`config.mk`:
```
export PLATFORM = sky130hd
export DESIGN_NAME = tick_receiver_flat
export DESIGN_NICKNAME = d
export VERILOG_FILES = /design/src/rtl/snake_pkg.sv /design/src/rtl/tick_receiver_if.sv /design/src/rtl/sync_edge.sv /design/src/rtl/tick_receiver.sv /design/src/flat_wrapper.sv
export SDC_FILE = /design/constraint.sdc
export NUM_CORES = 1
export LEC_CHECK = 0
export BUFFER_PORTS_ARGS = -buffer_cell sky130_fd_sc_hd__buf_2
export CAP_MARGIN = 20
export CORE_ASPECT_RATIO = 2
export CORE_UTILIZATION = 55
export CTS_CLUSTER_SIZE = 30
export DETAILED_ROUTE_END_ITERATION = 10
export PLACE_DENSITY_LB_ADDON = 0.1
export SETUP_SLACK_MARGIN = 0.3
export SKIP_CTS_REPAIR_TIMING = 1
export SLEW_MARGIN = 20
export SYNTH_ARGS = -nofsm -noshare
export SYNTH_HDL_FRONTEND = slang
export SYNTH_HIERARCHICAL = 1
export SYNTH_SLANG_ARGS = --single-unit
export TNS_END_PERCENT = 10
```
`constraint.sdc`:
```
create_clock -name clk_i -period 2.95 [get_ports clk_i]
set_input_delay 0.1475 -clock clk_i [delete_from_list [all_inputs] [get_ports clk_i]]
set_output_delay 0.1475 -clock clk_i [all_outputs]
set_load 0.01 [all_outputs]
```
`src/rtl/snake_pkg.sv`:
```
// Constants and state type shared by the snake game blocks.
package snake_pkg;

  localparam int unsigned TICK_CNT_W   = 25;
  localparam int unsigned TICK_TIMEOUT = 30_000_000;

  typedef enum logic {
    IDLE,
    PEND
  } tick_state_e;

endpackage

```
`src/rtl/tick_receiver_if.sv`:
```
// Step handshake and tick status bundle between the tick receiver and the game engine.
interface tick_receiver_if
  import snake_pkg::*;
#(
  parameter int unsigned CNT_W = TICK_CNT_W
) ();

  logic             clk_slow_in;
  logic             step_ack;
  logic             clr;
  logic             step_req;
  logic             overrun;
  logic [7:0]       miss_cnt;
  logic [CNT_W-1:0] period;
  logic             period_valid;
  logic             timeout;

  modport master (
    output clk_slow_in,
    output step_ack,
    output clr,
    input  step_req,
    input  overrun,
    input  miss_cnt,
    input  period,
    input  period_valid,
    input  timeout
  );

  modport slave (
    input  clk_slow_in,
    input  step_ack,
    input  clr,
    output step_req,
    output overrun,
    output miss_cnt,
    output period,
    output period_valid,
    output timeout
  );

endinterface

```
`src/rtl/sync_edge.sv`:
```
// Multi-flop synchronizer for an asynchronous level, followed by a rising-edge detector.
module sync_edge #(
  parameter int unsigned SYNC_STAGES = 2
) (
  input  logic clk_i,
  input  logic rst_ni,
  input  logic d_i,
  output logic q_o,
  output logic rise_o
);

  logic [SYNC_STAGES-1:0] sync_q;
  logic                   prev_q;

  always_ff @(posedge clk_i or negedge rst_ni) begin
    if (!rst_ni) begin
      sync_q <= '0;
      prev_q <= 1'b0;
    end else begin
      sync_q <= {sync_q[SYNC_STAGES-2:0], d_i};
      prev_q <= sync_q[SYNC_STAGES-1];
    end
  end

  assign q_o    = sync_q[SYNC_STAGES-1];
  assign rise_o = sync_q[SYNC_STAGES-1] & ~prev_q;

endmodule

```
`src/rtl/tick_receiver.sv`:
```
// Turns slow-tick rising edges into a held step request, and tracks period, stalls and overruns.
module tick_receiver
  import snake_pkg::*;
#(
  parameter int unsigned SYNC_STAGES = 2,
  parameter int unsigned CNT_W       = TICK_CNT_W,
  parameter int unsigned TIMEOUT     = TICK_TIMEOUT
) (
  input  logic           clk_i,
  input  logic           rst_ni,
  tick_receiver_if.slave bus
);

  localparam logic [CNT_W-1:0] CntMax  = '1;
  localparam logic [CNT_W-1:0] ToLimit = CNT_W'(TIMEOUT - 1);

  logic             rise;
  logic             tick_level;
  logic             unused_tick_level;
  logic             overrun_evt;

  tick_state_e      state_q;
  logic             step_req_q;
  logic             overrun_q, overrun_d;
  logic [7:0]       miss_q, miss_d;
  logic [CNT_W-1:0] cnt_q, cnt_d, cnt_inc;
  logic [CNT_W-1:0] period_q, period_d;
  logic             seen_q, seen_d;
  logic             valid_q, valid_d;
  logic             timeout_q, timeout_d;

  sync_edge #(
    .SYNC_STAGES (SYNC_STAGES)
  ) u_sync_edge (
    .clk_i  (clk_i),
    .rst_ni (rst_ni),
    .d_i    (bus.clk_slow_in),
    .q_o    (tick_level),
    .rise_o (rise)
  );

  // Only the edge matters here; the synchronized level is not needed.
  assign unused_tick_level = tick_level;

  always_ff @(posedge clk_i or negedge rst_ni) begin
    if (!rst_ni) begin
      state_q    <= IDLE;
      step_req_q <= 1'b0;
    end else begin
      unique case (state_q)
        IDLE: begin
          if (rise) begin
            state_q    <= PEND;
            step_req_q <= 1'b1;
          end
        end
        PEND: begin
          // A rise coincident with the ack re-arms the request instead of dropping it.
          if (bus.step_ack && !rise) begin
            state_q    <= IDLE;
            step_req_q <= 1'b0;
          end
        end
        default: begin
          state_q    <= IDLE;
          step_req_q <= 1'b0;
        end
      endcase
    end
  end

  always_comb begin
    overrun_evt = (state_q == PEND) && rise && !bus.step_ack;
    cnt_inc     = (cnt_q == CntMax) ? cnt_q : cnt_q + CNT_W'(1);
    cnt_d       = rise ? '0 : cnt_inc;
    period_d    = rise ? cnt_inc : period_q;
    seen_d      = seen_q | rise;
    // The first interval runs from reset, so only the second rise yields a real period.
    valid_d     = valid_q | (rise & seen_q);
    timeout_d   = rise ? 1'b0 : (timeout_q | (cnt_q >= ToLimit));

    overrun_d = overrun_q;
    miss_d    = miss_q;
    if (bus.clr) begin
      overrun_d = overrun_evt;
      miss_d    = overrun_evt ? 8'd1 : 8'd0;
    end else if (overrun_evt) begin
      overrun_d = 1'b1;
      if (miss_q != 8'hff) begin
        miss_d = miss_q + 8'd1;
      end
    end
  end

  always_ff @(posedge clk_i or negedge rst_ni) begin
    if (!rst_ni) begin
      overrun_q <= 1'b0;
      miss_q    <= '0;
      cnt_q     <= '0;
      period_q  <= '0;
      seen_q    <= 1'b0;
      valid_q   <= 1'b0;
      timeout_q <= 1'b0;
    end else begin
      overrun_q <= overrun_d;
      miss_q    <= miss_d;
      cnt_q     <= cnt_d;
      period_q  <= period_d;
      seen_q    <= seen_d;
      valid_q   <= valid_d;
      timeout_q <= timeout_d;
    end
  end

  assign bus.step_req     = step_req_q;
  assign bus.overrun      = overrun_q;
  assign bus.miss_cnt     = miss_q;
  assign bus.period       = period_q;
  assign bus.period_valid = valid_q;
  assign bus.timeout      = timeout_q;

endmodule

```
`src/flat_wrapper.sv`:
```
// flat-port wrapper written by rule: the top's interface ports become plain ports
module tick_receiver_flat import snake_pkg::*;
#(
  parameter int unsigned SYNC_STAGES = 2,
  parameter int unsigned CNT_W       = TICK_CNT_W,
  parameter int unsigned TIMEOUT     = TICK_TIMEOUT
)
  (clk_i, rst_ni, bus_clk_slow_in, bus_step_ack, bus_clr, bus_step_req, bus_overrun, bus_miss_cnt, bus_period, bus_period_valid, bus_timeout);
  tick_receiver_if #(.CNT_W(CNT_W)) bus_i ();
  input  logic clk_i;
  input  logic rst_ni;
  input wire logic [$bits(bus_i.clk_slow_in)-1:0] bus_clk_slow_in;
  input wire logic [$bits(bus_i.step_ack)-1:0] bus_step_ack;
  input wire logic [$bits(bus_i.clr)-1:0] bus_clr;
  output wire logic [$bits(bus_i.step_req)-1:0] bus_step_req;
  output wire logic [$bits(bus_i.overrun)-1:0] bus_overrun;
  output wire logic [$bits(bus_i.miss_cnt)-1:0] bus_miss_cnt;
  output wire logic [$bits(bus_i.period)-1:0] bus_period;
  output wire logic [$bits(bus_i.period_valid)-1:0] bus_period_valid;
  output wire logic [$bits(bus_i.timeout)-1:0] bus_timeout;
  assign bus_i.clk_slow_in = bus_clk_slow_in;
  assign bus_i.step_ack = bus_step_ack;
  assign bus_i.clr = bus_clr;
  assign bus_step_req = bus_i.step_req;
  assign bus_overrun = bus_i.overrun;
  assign bus_miss_cnt = bus_i.miss_cnt;
  assign bus_period = bus_i.period;
  assign bus_period_valid = bus_i.period_valid;
  assign bus_timeout = bus_i.timeout;
  tick_receiver #(.SYNC_STAGES(SYNC_STAGES), .CNT_W(CNT_W), .TIMEOUT(TIMEOUT)) u_core (.clk_i(clk_i), .rst_ni(rst_ni), .bus(bus_i));
endmodule
```
# After elaboration in Yosys (flattened, before gate mapping)
# Cells that the tools add are included.
dict set report totals {
  ff_bits 67
  input_bits 5
  out_inout_bits 37
  word_cells 49
}
dict set report op_classes {
  add_sub_neg 2
  n_lt_le_gt_ge 1
  n_eq_ne 4
  mux 15
  bitwise_logic 7
  reduce_logical 9
}
# cell count
set ops {}
lappend ops {{25-bit 2-to-1 mux} 2}
lappend ops {{25-bit by 1-bit adder with 25-bit output (second input constant)} 1}
lappend ops {{25-bit equality test (second input constant)} 1}
lappend ops {{25-bit >= comparator (second input constant)} 1}
lappend ops {{8-bit 2-to-1 mux} 3}
lappend ops {{8-bit by 1-bit adder with 8-bit output (second input constant)} 1}
lappend ops {{1-bit 2-to-1 mux} 8}
lappend ops {{8-bit inequality test (second input constant)} 1}
lappend ops {{1-bit case mux with 2 select lines} 2}
lappend ops {{2-bit AND reduction} 2}
lappend ops {{2-bit nonzero test} 2}
lappend ops {{1-bit logical AND} 3}
lappend ops {{1-bit bitwise OR} 3}
lappend ops {{1-bit bitwise AND} 2}
lappend ops {{1-bit zero test} 2}
lappend ops {{2-bit by 1-bit inequality test with 1-bit output (second input constant)} 1}
lappend ops {{2-bit inequality test (second input constant)} 1}
lappend ops {{1-bit inverter} 2}

# Depth between registers and ports, before layout
# Gate-level depths: netlist (run 1).
dict set report logic_depth {
  word_depth 6
  depth_mapped 8
  ltp_nobuf 5
}

# By module
# The synthesis (run 1) kept the hierarchy.
# module instances cells_per_inst area_per_inst_um2 seq_area_each_um2
set modules_own_cells {}
lappend modules_own_cells {tick_receiver 1 397 3607.2 1601.5}
lappend modules_own_cells {sync_edge 1 4 88.8 75.1}

# Least setup slack after synthesis (run 1)
# No wires, ideal clock.
dict set report synth_path {
  kind {flip-flop to flip-flop}
  from {register u_core.cnt_q[0]}
  to {register u_core.cnt_q[2]}
  arrival_time_ns 1.937
  t_required_ns 2.825
  slack_ns 0.889
  stages_incl_launch_ff 8
  path_buffers 2
  period_less_slack_ns 2.061
  cell_sequence {dfrtp_1 > ha_1 > clkbuf_1 > nand4_1 > nor4_2 > buf_2 > a21oi_1 > mux2_2}
}
dict set report synth_between {
  elab_chain_len 3
  elab_cells_between_ends 4
  classes_between {add/sub: 1; eq/ne: 1; mux: 2}
}
# element line
set synth_lines {}
lappend synth_lines {{start, declared} tick_receiver.sv:26} ;# logic [CNT_W-1:0] cnt_q, cnt_d, cnt_inc;
lappend synth_lines {{start signal, assigned} tick_receiver.sv:107} ;# cnt_q <= cnt_d;
lappend synth_lines {{25-bit by 1-bit adder with 25-bit output or 25-bit equality test (tied branches)} tick_receiver.sv:74} ;# cnt_inc = (cnt_q == CntMax) ? cnt_q : cnt_q + CNT_W'(1);
lappend synth_lines {{25-bit 2-to-1 mux *} tick_receiver.sv:74}
lappend synth_lines {{25-bit 2-to-1 mux *} tick_receiver.sv:75} ;# cnt_d = rise ? '0 : cnt_inc;
lappend synth_lines {{net u_core.cnt_d[2]} tick_receiver.sv:26}
# The timed path passes the listed nets; every way through them passes the cells marked *.
# A chain may end at the register's enable or synchronous reset.

# Worst setup path in the final report (run 1)
dict set report layout_path {
  from {register u_core.cnt_q[1]}
  to {register u_core.period_q[18] (netlist: u_core/bus.period[18])}
}
dict set report layout_between {
  elab_chain_len 2
  elab_cells_between_ends 3
  classes_between {add/sub: 1; eq/ne: 1; mux: 1}
}
# element line
set layout_lines {}
lappend layout_lines {{25-bit by 1-bit adder with 25-bit output or 25-bit equality test (tied branches)} tick_receiver.sv:74}
lappend layout_lines {{25-bit 2-to-1 mux *} tick_receiver.sv:74}
lappend layout_lines {{end signal, assigned} tick_receiver.sv:108} ;# period_q <= period_d;
lappend layout_lines {{end, declared} tick_receiver.sv:27} ;# logic [CNT_W-1:0] period_q, period_d;
# Every way passes the cells marked *; elsewhere a longest branch is shown, timed or not.

==> impl_metrics.csv, run 1 <==
group,metric,value,unit
run_status,status,"complete, no violations",
sta,fin_skew,0.00268,ns
routing,wl_per_cell,18.2,µm
routing,firstDrtPassIters,4,
yosys,synth_edf_count,0,
yosys,syn-num-nets,408,
yosys,yosys.area_share.simple,27.4,%
sta,period_share,84.5,%
worst_hold_path,hp-class,"in -> async",
worst_setup_path,r2r-start,"u_core/cnt_q[1]$_DFF_PN0_",
layout,utilization,66.7,%
placement,dp_hpwl,6610,µm
yosys,synth_top_family_by_area,"simple AND/OR/NAND/NOR gates",
global_route,grt_max_degree,77,
worst_setup_path,cp_max_fo,12,
sta,rsz0062_at_grt,"no",
power_and_ir_drop,p_total,2380,µW
sta,finalHoldViolCount,0,
worst_setup_path,path_class,"reg -> reg",
worst_setup_path,crit_chain,"ha_1, nand4_1, or4_1, a31oi_1",
power_and_ir_drop,sw_frac_of_total,24.9,%
routing,drc,0,
routing,ant_nets,0,
worst_setup_path,critical_path.top_delay_family,"simple AND/OR/NAND/NOR gates",
clock_network,cts_tree,"done",
yosys,synthMuxAreaShare,3.96,%
power_and_ir_drop,p_int,1790,µW
sta,setup_violations,0,
global_route,grt_pass1_vias,3202,
worst_setup_path,rr_worst_depth,4,
sta,max_slew_margin,43.3,%
floorplanning,io_pins,42,
clock_network,cts_buffer_depth,2,
placement,gp_congestion,0.859,
power_and_ir_drop,power.density,557,mW/mm²
worst_setup_path,cp_slowest_cell,"or4_1",
floorplanning,core_area,0.00641,mm²
placement,port_buffers,41,
layout,mostFrequentLayoutCell,"dfrtp_1",
floorplanning,die_area,0.00707,mm²
worst_setup_path,path_buf_inv,0,
global_route,grt_pass1_wl,15300,µm
layout,n_antenna_cell,0,
power_and_ir_drop,pwr-share-seq,43.6,%
power_and_ir_drop,p_clk_share,46.1,%
global_route,gr-total-overflow,0,
yosys,synth_compound_area_share,18.6,%
clock_network,cts_num_sinks,67,
sta,period_needed,2.49,ns
yosys,synth_area,0.00370,mm²
yosys,synth-xor-area-share,0,%
yosys,yosysSeqAreaShare,45.4,%
routing,dr_total_vias,3319,
yosys,synthAdderAreaFrac,0.677,%
clock_network,clk_latency,0.33,ns
worst_setup_path,max_stage_delay,0.71,ns
yosys,synth_cells,401,
clock_network,htreeDepth,3,
sta,fmax,401,MHz
worst_setup_path,r2r-end,"u_core/bus.period[18]$_DFFE_PN0P_",
global_route,grtUsageTotal,29.3,%
worst_setup_path,cp-end-kind,"flop",
global_route,antenna_found_initial,0,
layout,drive_gt1_share,20.6,%
worst_setup_path,r2r_setup_slack,0.46,ns
flow_run,cap_violations,0,
worst_setup_path,arrival,2.73,ns
worst_setup_path,cp.required,3.19,ns
yosys,synth_largest_area_cell,"dfrtp_1",
routing,avgViaCountPerCell,6.35,
clock_network,cts_root_buf,"clkbuf_16",
yosys,ys_seq_elements,67,
routing,drt_wl_total,9500,µm
power_and_ir_drop,p_switching,592,µW
sta,slew_violations,0,
yosys,synth_warnings,6,
floorplanning,initial_core_util,57.6,%
clock_network,numCtsBuffers,9,
yosys,synth_cell_types,57,
routing,drtIter0Drc,156,
yosys,synth_area_leaders,"dfrtp_1, mux2_2, a21oi_1",
yosys,synthFlopType,"dfrtp_1",
yosys,synthDominantCellAreaShare,45.4,%
power_and_ir_drop,comb_power_share,10.3,%
sta,tns,0,ns
worst_setup_path,critPathLaunchType,"flop",
layout,final_cell_mix,"dfrtp_1, buf_2, nand2_1, nor2_1, a21oi_1",
floorplanning,die_height,118,µm
power_and_ir_drop,power_leakage,0.00184,µW
yosys,ys_async_sr_fraction,100,%
floorplanning,die-width,60.0,µm
layout,area_growth,15.7,%
yosys,synth_area_per_cell,9.22,µm²
floorplanning,fp-row-count,41,
layout,nFillCells,540,
sta,worstMarginPinSlew,0.850,ns
clock_network,cts.clk_slew.worst_paths,0.05,ns
power_and_ir_drop,ir_drop,0.000508,V
layout,nets,439,
## cell type report
cell class	count	area (µm²)	area share (%)
Clock buffer	12	267	6.23
Clock inverter	4	47.5	1.11
Inverter	9	33.8	0.790
Multi-Input combinational cell	296	1880	43.9
Sequential cell	67	1680	39.2
Tap cell	86	108	2.52
Timing Repair Buffer	49	268	6.26
## synth_stat cells, drive strengths merged (3+ instances only)
cell,n
nor4,14
dfrtp,67
nand4,9
a221oi,3
buf,8
nand3,23
nand2,31
and3,5
a41oi,4
or4,15
mux2,13
and2,7
clkbuf,21
o21ai,13
o211ai,3
nor3,10
a31oi,14
nand2b,3
inv,9
nor2,31
nor2b,16
o31ai,11
or3,5
a21oi,26
a211oi,7
## state kept, by name, indices dropped and copies added, names as in the netlist, 2 cells and up
| name | count |
|---|---|
| u_core/u_sync_edge/sync_q | 2 |
| u_core/cnt_q | 25 |
| u_core/bus.period | 25 |
| u_core/bus.miss_cnt | 8 |
## cells by family after synthesis
family          after synthesis
mux                          13
fa+ha+maj                     2
simple gates                178
buf+inv                      38
compound gates              103
flops                        67
## worst max path at each step
| stage | from | to | slack, ns | depth (start not counted) |
|---|---|---|---|---|
| 5_1_grt | u_core/cnt_q[1]$_DFF_PN0_ | u_core/bus.period[18]$_DFFE_PN0P_ | 0.31 | 4 |
| 4_1_cts | u_core/cnt_q[0]$_DFF_PN0_ | u_core/bus.period[11]$_DFFE_PN0P_ | 0.44 | 5 |
| 2_1_floorplan | u_core/cnt_q[0]$_DFF_PN0_ | u_core/cnt_q[2]$_DFF_PN0_ | 0.89 | 7 |
| 6_report | u_core/cnt_q[1]$_DFF_PN0_ | u_core/bus.period[18]$_DFFE_PN0P_ | 0.46 | 4 |
| 3_3_place_gp | u_core/cnt_q[0]$_DFF_PN0_ | u_core/cnt_q[15]$_DFF_PN0_ | 0.60 | 5 |
| 3_5_place_dp | u_core/cnt_q[0]$_DFF_PN0_ | u_core/cnt_q[15]$_DFF_PN0_ | 0.51 | 5 |
## layer usage
layer	GRT usage, %	up-vias	part of all wire, %
li1	-	1567	-
met1	30.0	1618	38
met2	49.8	94	54
met3	8.13	40	3.6
met4	18.0	0	5.2
met5	0	-	0
## power groups by stage
stage          Combinational, µW  Clock, µW  Sequential (µW)
5_1_grt                      278       1160             1050
3_5_place_dp                 244          0             1050
3_3_place_gp                 240          0             1050
6_report                     246       1100             1040
2_1_floorplan                158          0             1040
4_1_cts                      246       1120             1040
## through the flow
stage | hold WS [ns] | instances | worst slack (ns) | cell area, µm²
6_report | 0.0129 | 523 | 0.459 | 4280
5_1_grt | 0.0830 | 523 | 0.309 | 4280
4_1_cts | -0.0794 | 522 | 0.436 | 4260
3_5_place_dp | 0.267 | 506 | 0.514 | 3950
3_3_place_gp | 0.264 | 506 | 0.598 | 3950
2_1_floorplan | -0.148 | 401 | 0.889 | 3700
Power figures use the tool's default switching activity.
==> inputs of run 2 (changes only) <==
Settings changed: ABC_AREA set to 1, CORE_UTILIZATION 55 to 52.
Clock period 2.95 ns to 2.2 ns, I/O delays scaled along.
==> run 2 against run 1 <==
Compared with the run above:
- the flow now finishes with violations (negative hold slack)
- routed wire length fell by 9.3%
- sequential power up 32%
- die area increased by 0.91%
- clock power increased by 43%
- highest routed layer unchanged
==> impl_metrics.csv, run 2 <==
group,metric,value,unit
clock_network,cts_num_sinks,67,
worst_setup_path,crit_top_cell,"nand2_1",
clock_network,cts.clk_slew.worst_paths,0.06,ns
global_route,grt_pass1_vias,3113,
layout,nFillCells,606,
routing,wl_per_cell,14.5,µm
worst_setup_path,cp.required,2.45,ns
yosys,synth_warnings,6,
run_status,failed_checks,"negative hold slack",
worst_hold_path,hp-class,"in -> async",
sta,worstMarginPinSlew,0.831,ns
worst_setup_path,crit_chain,"nand2_1, nor3_1, nand4_1, nand2_1, inv_1, o21ai_0",
sta,rsz0062_at_grt,"yes",
routing,firstDrtPassIters,4,
power_and_ir_drop,comb_power_share,8.6,%
placement,port_buffers,41,
global_route,antenna_found_initial,0,
worst_setup_path,crit_start,"u_core/bus.miss_cnt[3]$_DFFE_PN0P_",
clock_network,clk_latency,0.34,ns
routing,drt_wl_total,8610,µm
layout,nets,506,
power_and_ir_drop,sw_frac_of_total,24.4,%
layout,final_cell_mix,"nand2_1, dfrtp_1, nor2_1",
floorplanning,fp-row-count,42,
routing,drc,0,
global_route,grt_max_degree,68,
power_and_ir_drop,pwr-share-seq,42.5,%
worst_setup_path,rr_worst_depth,6,
yosys,synthDominantCellAreaShare,47.5,%
sta,period_share,80.7,%
worst_setup_path,arrival,2.03,ns
sta,max_slew_margin,44.6,%
sta,fmax,563,MHz
sta,slew_violations,0,
floorplanning,die_area,0.00714,mm²
yosys,ys_seq_elements,67,
layout,n_antenna_cell,0,
worst_setup_path,path_class,"reg -> reg",
global_route,grtUsageTotal,27.1,%
worst_setup_path,cp-end-kind,"flop",
power_and_ir_drop,ir_drop,0.000592,V
yosys,yosysSeqAreaShare,47.5,%
clock_network,cts_buffer_depth,2,
flow_run,cap_violations,0,
floorplanning,initial_core_util,53.7,%
yosys,synth_area_per_cell,7.79,µm²
worst_setup_path,critPathLaunchType,"flop",
global_route,gr-total-overflow,0,
sta,timing.hold.ws,-0.0551,ns
worst_setup_path,cp_max_fo,13,
worst_setup_path,r2r-start,"u_core/bus.miss_cnt[3]$_DFFE_PN0P_",
layout,area_growth,18.0,%
yosys,synth_area_leaders,"dfrtp_1, nand2_1, nor2_1",
power_and_ir_drop,p_int,2430,µW
yosys,synth_common_cells,"nand2_1, dfrtp_1, nor2_1, inv_1, nand3_1",
floorplanning,io_pins,42,
yosys,synth_edf_count,0,
clock_network,htreeDepth,3,
layout,drive_gt1_share,18.5,%
yosys,synth.most_common_cell,"nand2_1",
power_and_ir_drop,p_clk_share,48.9,%
worst_setup_path,endpoint,"u_core/bus.miss_cnt[0]$_DFFE_PN0P_",
floorplanning,core_area,0.00657,mm²
floorplanning,die-width,60.2,µm
layout,multi_input_area,0.00164,mm²
power_and_ir_drop,p_total,3210,µW
layout,mostFrequentLayoutCell,"nand2_1",
sta,setup_violations,0,
sta,fin_skew,0.00669,ns
yosys,synth_largest_area_cell,"dfrtp_1",
placement,gp_congestion,0.894,
routing,drtIter0Drc,111,
power_and_ir_drop,power.density,772,mW/mm²
worst_setup_path,r2r_setup_slack,0.42,ns
clock_network,numCtsBuffers,9,
run_status,status,"finished, violations left",
global_route,grt_pass1_wl,14200,µm
placement,dp_hpwl,6400,µm
worst_setup_path,cp_slowest_cell,"dfrtp_1",
yosys,ys_async_sr_fraction,100,%
layout,seqCellArea,0.00168,mm²
sta,finalHoldViolCount,68,
clock_network,cts_tree,"done",
routing,dr_total_vias,3044,
yosys,syn-num-nets,460,
power_and_ir_drop,power_leakage,0.00212,µW
sta,period_needed,1.78,ns
clock_network,cts_root_buf,"clkbuf_16",
yosys,synth_cell_types,35,
worst_setup_path,max_stage_delay,0.42,ns
routing,avgViaCountPerCell,5.14,
worst_setup_path,r2r-end,"u_core/bus.miss_cnt[0]$_DFFE_PN0P_",
yosys,synth_area,0.00353,mm²
floorplanning,die_height,118,µm
power_and_ir_drop,p_switching,782,µW
yosys,synth_cells,453,
yosys,synthFlopType,"dfrtp_1",
sta,tns,0,ns
routing,ant_nets,0,
[run 2: cell families (layout without fill, tap and decap cells)]
logic type | after synthesis | count (layout) | synth area share [%]
flip-flops | 67 | 67 | 47.5
buffers and inverters | 53 | 103 | 6.63
adder cells (fa/ha/maj) | 2 | 2 | 0.709
AND/OR/NAND/NOR | 275 | 276 | 33.6
AO/OA/AOI/OAI | 43 | 43 | 8.34
XOR/XNOR | 13 | 13 | 3.23
[run 2: worst max-delay path: cells and delay by family, from the launching register on]
| family | cells | cell delay [ns] |
|---|---|---|
| AND/OR/NAND/NOR | 4 | 0.93 |
| buffers and inverters | 1 | 0.15 |
| AO/OA/AOI/OAI | 1 | 0.18 |
| flip-flops | 1 | 0.42 |
[run 2: power groups by stage]
stage / sequential [µW] / combinational, µW / clock (µW)
global route: 1380 / 312 / 1620
finish: 1370 / 275 / 1570
global placement: 1390 / 275 / 0
CTS: 1370 / 278 / 1590
detailed placement: 1390 / 278 / 0
floorplan: 1400 / 154 / 0
[run 2: cell type report]
| cell class | count | share of cell area [%] |
|---|---|---|
| timing repair buffer | 47 | 6.07 |
| clock inverter | 6 | 2.13 |
| sequential | 67 | 40.3 |
| multi-input combinational | 334 | 39.5 |
| clock buffer | 10 | 5.74 |
| inverter | 40 | 3.61 |
| tap | 88 | 2.65 |
[run 2: worst min-delay path by stage]
stage	to	slack, ns	startpoint	cells after the start
detailed placement	u_core/u_sync_edge/sync_q[0]$_DFF_PN0_	0.22	bus_clk_slow_in	1
finish	u_core/bus.period[7]$_DFFE_PN0P_	-0.06	rst_ni	2
CTS	u_core/u_sync_edge/sync_q[0]$_DFF_PN0_	-0.13	bus_clk_slow_in	1
global route	u_core/state_q$_DFF_PN0_	0.03	bus_step_ack	2
floorplan	u_core/bus.miss_cnt[0]$_DFFE_PN0P_	-0.19	rst_ni	0
global placement	u_core/u_sync_edge/sync_q[0]$_DFF_PN0_	0.22	bus_clk_slow_in	1
[run 2: per-stage QoR]
stage               hold slack (ns)  setup WS [ns]  util [%]  cells  instance area (µm²)
finish                      -0.0551          0.425      63.4    592                 4160
global route                 0.0338          0.233      63.4    592                 4160
CTS                          -0.126          0.265      62.9    590                 4130
detailed placement            0.223          0.289      57.9    574                 3800
global placement              0.223          0.348      57.9    574                 3800
floorplan                    -0.186          0.632         -    453                 3530
[run 2: layer usage]
metal	vias to the layer above	GRT usage [%]	wire length [µm]
met3	20	4.60	261
li1	1514	-	-
met1	1450	30.6	3180
met2	60	45.2	4840
met5	-	0	0
met4	0	16.7	332
==> inputs of run 3 (changes only) <==
Settings changed: CORE_UTILIZATION 52 to 55.
Clock period 2.2 ns to 1.68 ns, I/O delays scaled along.
==> run 3 against run 2 <==
Compared with the run above:
- the flow finishes with violations (negative setup slack)
- non-clock buffer count increased by 56
- final area increased by 14%
- clock skew increased by 0.0018 ns
- critical path depth increased by 3
- first-iteration DRC count increased by 74%
- setup slack got worse by 0.48 ns
- critical endpoint is now u_core/cnt_q[10]$_DFF_PN0_
==> impl_metrics.csv, run 3 (synthesis results as in run 2) <==
group,metric,value,unit
run_status,status,"finished, violations left",
run_status,failed_checks,"negative setup slack",
worst_setup_path,cp.required,1.88,ns
global_route,grt_pass1_vias,3130,
floorplanning,io_pins,42,
global_route,use_met2,52.4,%
sta,fin_ws,-0.0509,ns
routing,dr_total_vias,3298,
power_and_ir_drop,ir_drop,0.000691,V
sta,slew_violations,0,
layout,final_cell_mix,"nand2_1, dfrtp_1, nor2_1",
global_route,grtUsageTotal,29.5,%
worst_setup_path,critPathLaunchType,"flop",
clock_network,cts_root_buf,"clkbuf_16",
floorplanning,fp-row-count,41,
layout,n_antenna_cell,0,
worst_setup_path,cp_slowest_cell,"dfrtp_1",
layout,nets,561,
layout,nFillCells,480,
routing,drtIter0Drc,193,
floorplanning,die_area,0.00676,mm²
sta,finalHoldViolCount,0,
clock_network,cts_tree,"done",
global_route,grt_max_degree,68,
sta,fin_skew,0.00844,ns
global_route,antenna_found_initial,0,
worst_setup_path,max_stage_delay,0.37,ns
power_and_ir_drop,power.density,899,mW/mm²
sta,fmax,578,MHz
clock_network,numCtsBuffers,9,
sta,timing.hold.ws,0.0409,ns
clock_network,cts_buffer_depth,2,
routing,wl_per_cell,14.8,µm
worst_setup_path,arrival,1.93,ns
worst_hold_path,hp-class,"in -> reg",
worst_setup_path,path_class,"reg -> reg",
sta,period_needed,1.73,ns
floorplanning,core_area,0.00626,mm²
global_route,gr-total-overflow,0,
sta,max_slew_margin,74.3,%
sta,rsz0062_at_grt,"yes",
placement,gp_congestion,0.904,
placement,dp_slack,-0.116,ns
layout,area_growth,34.3,%
global_route,grt_use_met3,6.30,%
routing,drt_wl_total,9510,µm
global_route,gr-max-usage-layer,"met2",
layout,fin_area,0.00474,mm²
routing,ant_nets,0,
flow_run,cap_violations,0,
routing,avgViaCountPerCell,5.12,
placement,port_buffers,41,
routing,drc,0,
sta,setup_violations,2,
routing,firstDrtPassIters,7,
global_route,grt_pass1_wl,14400,µm
placement,dp_hpwl,6630,µm
layout,mostFrequentLayoutCell,"nand2_1",
worst_setup_path,crit_chain,"buf_6, ha_4, inv_2, nor2_4, nand2_4, nor2_1, xor2_2, buf_4, a21oi_2",
clock_network,cts.clk_slew.worst_paths,0.05,ns
clock_network,clk_latency,0.33,ns
layout,drive_gt1_share,30.3,%
clock_network,cts_num_sinks,67,
sta,worstMarginPinSlew,0.383,ns
floorplanning,initial_core_util,56.4,%
placement,dpl-instance-area,0.00404,mm²
clock_network,htreeDepth,3,
sta,period_share,103,%
worst_setup_path,cp_max_fo,4,
power_and_ir_drop,power_leakage,0.00244,µW
power_and_ir_drop,p_total,4260,µW
floorplanning,die-width,58.6,µm
floorplanning,die_height,115,µm
global_route,met1_usage,31.1,%
worst_setup_path,cp-end-kind,"flop",
## run 3: cell count changes in the layout (fill, tap and decap cells not counted), sizes merged
cell / change
nand2: -1
clkinvlp: -1
dlygate4sd3: +2
clkbuf: +1
buf: +53
## run 3: path summary, 6_finish.rpt
kind | startpoint | to | slack, ns | depth (start not counted)
worst max register to register | u_core/cnt_q[0]$_DFF_PN0_ | u_core/cnt_q[10]$_DFF_PN0_ | -0.05 | 9
max in group asynchronous | rst_ni | u_core/bus.miss_cnt[3]$_DFFE_PN0P_ | 1.06 | 3
worst min-delay path | bus_clr | u_core/bus.miss_cnt[4]$_DFFE_PN0P_ | 0.04 | 4
worst min register to register | u_core/u_sync_edge/sync_q[0]$_DFF_PN0_ | u_core/u_sync_edge/sync_q[1]$_DFF_PN0_ | 0.36 | 0
worst max-delay path | u_core/cnt_q[0]$_DFF_PN0_ | u_core/cnt_q[10]$_DFF_PN0_ | -0.05 | 9
min in group asynchronous | rst_ni | u_core/bus.period[6]$_DFFE_PN0P_ | 0.30 | 3
## run 3: layer usage
layer,up-vias,wire length (µm)
met5,-,0
met4,0,502
met3,30,285
met2,86,5310
met1,1553,3410
li1,1629,-
## run 3: power by group
group | switching (µW) | internal (µW)
clock network | 655 | 1320
registers | 65.5 | 1710
logic | 282 | 222
## run 3: worst max-delay path: cells and delay by family, from the launching register on
| kind | cells | cell delay [ns] |
|---|---|---|
| AOI/OAI and AO/OA | 1 | 0.04 |
| xor gates and xnor gates | 1 | 0.29 |
| adders and majority gates | 1 | 0.14 |
| buffers and inverters | 3 | 0.33 |
| DFF | 1 | 0.37 |
| and+or+nand+nor | 3 | 0.43 |
## run 3: stage by stage
stage | instances | setup TNS, ns | utilization [%]
floorplan | 453 | 0 | -
global placement | 596 | -0.266 | 64.6
detailed placement | 596 | -0.406 | 64.6
CTS | 611 | -0.485 | 69.6
global route | 644 | -0.146 | 75.7
finish | 644 | -0.0653 | 75.7
## run 3: area by class of cell
cell class	instances	area [µm²]	share of cell area, %
flip-flops and latches	67	1680	35.5
well taps	86	108	2.27
multi-input cells	333	1740	36.8
inverters	40	150	3.17
clock inverters	5	77.6	1.64
clock buffers	10	239	5.05
repair buffers	103	737	15.6
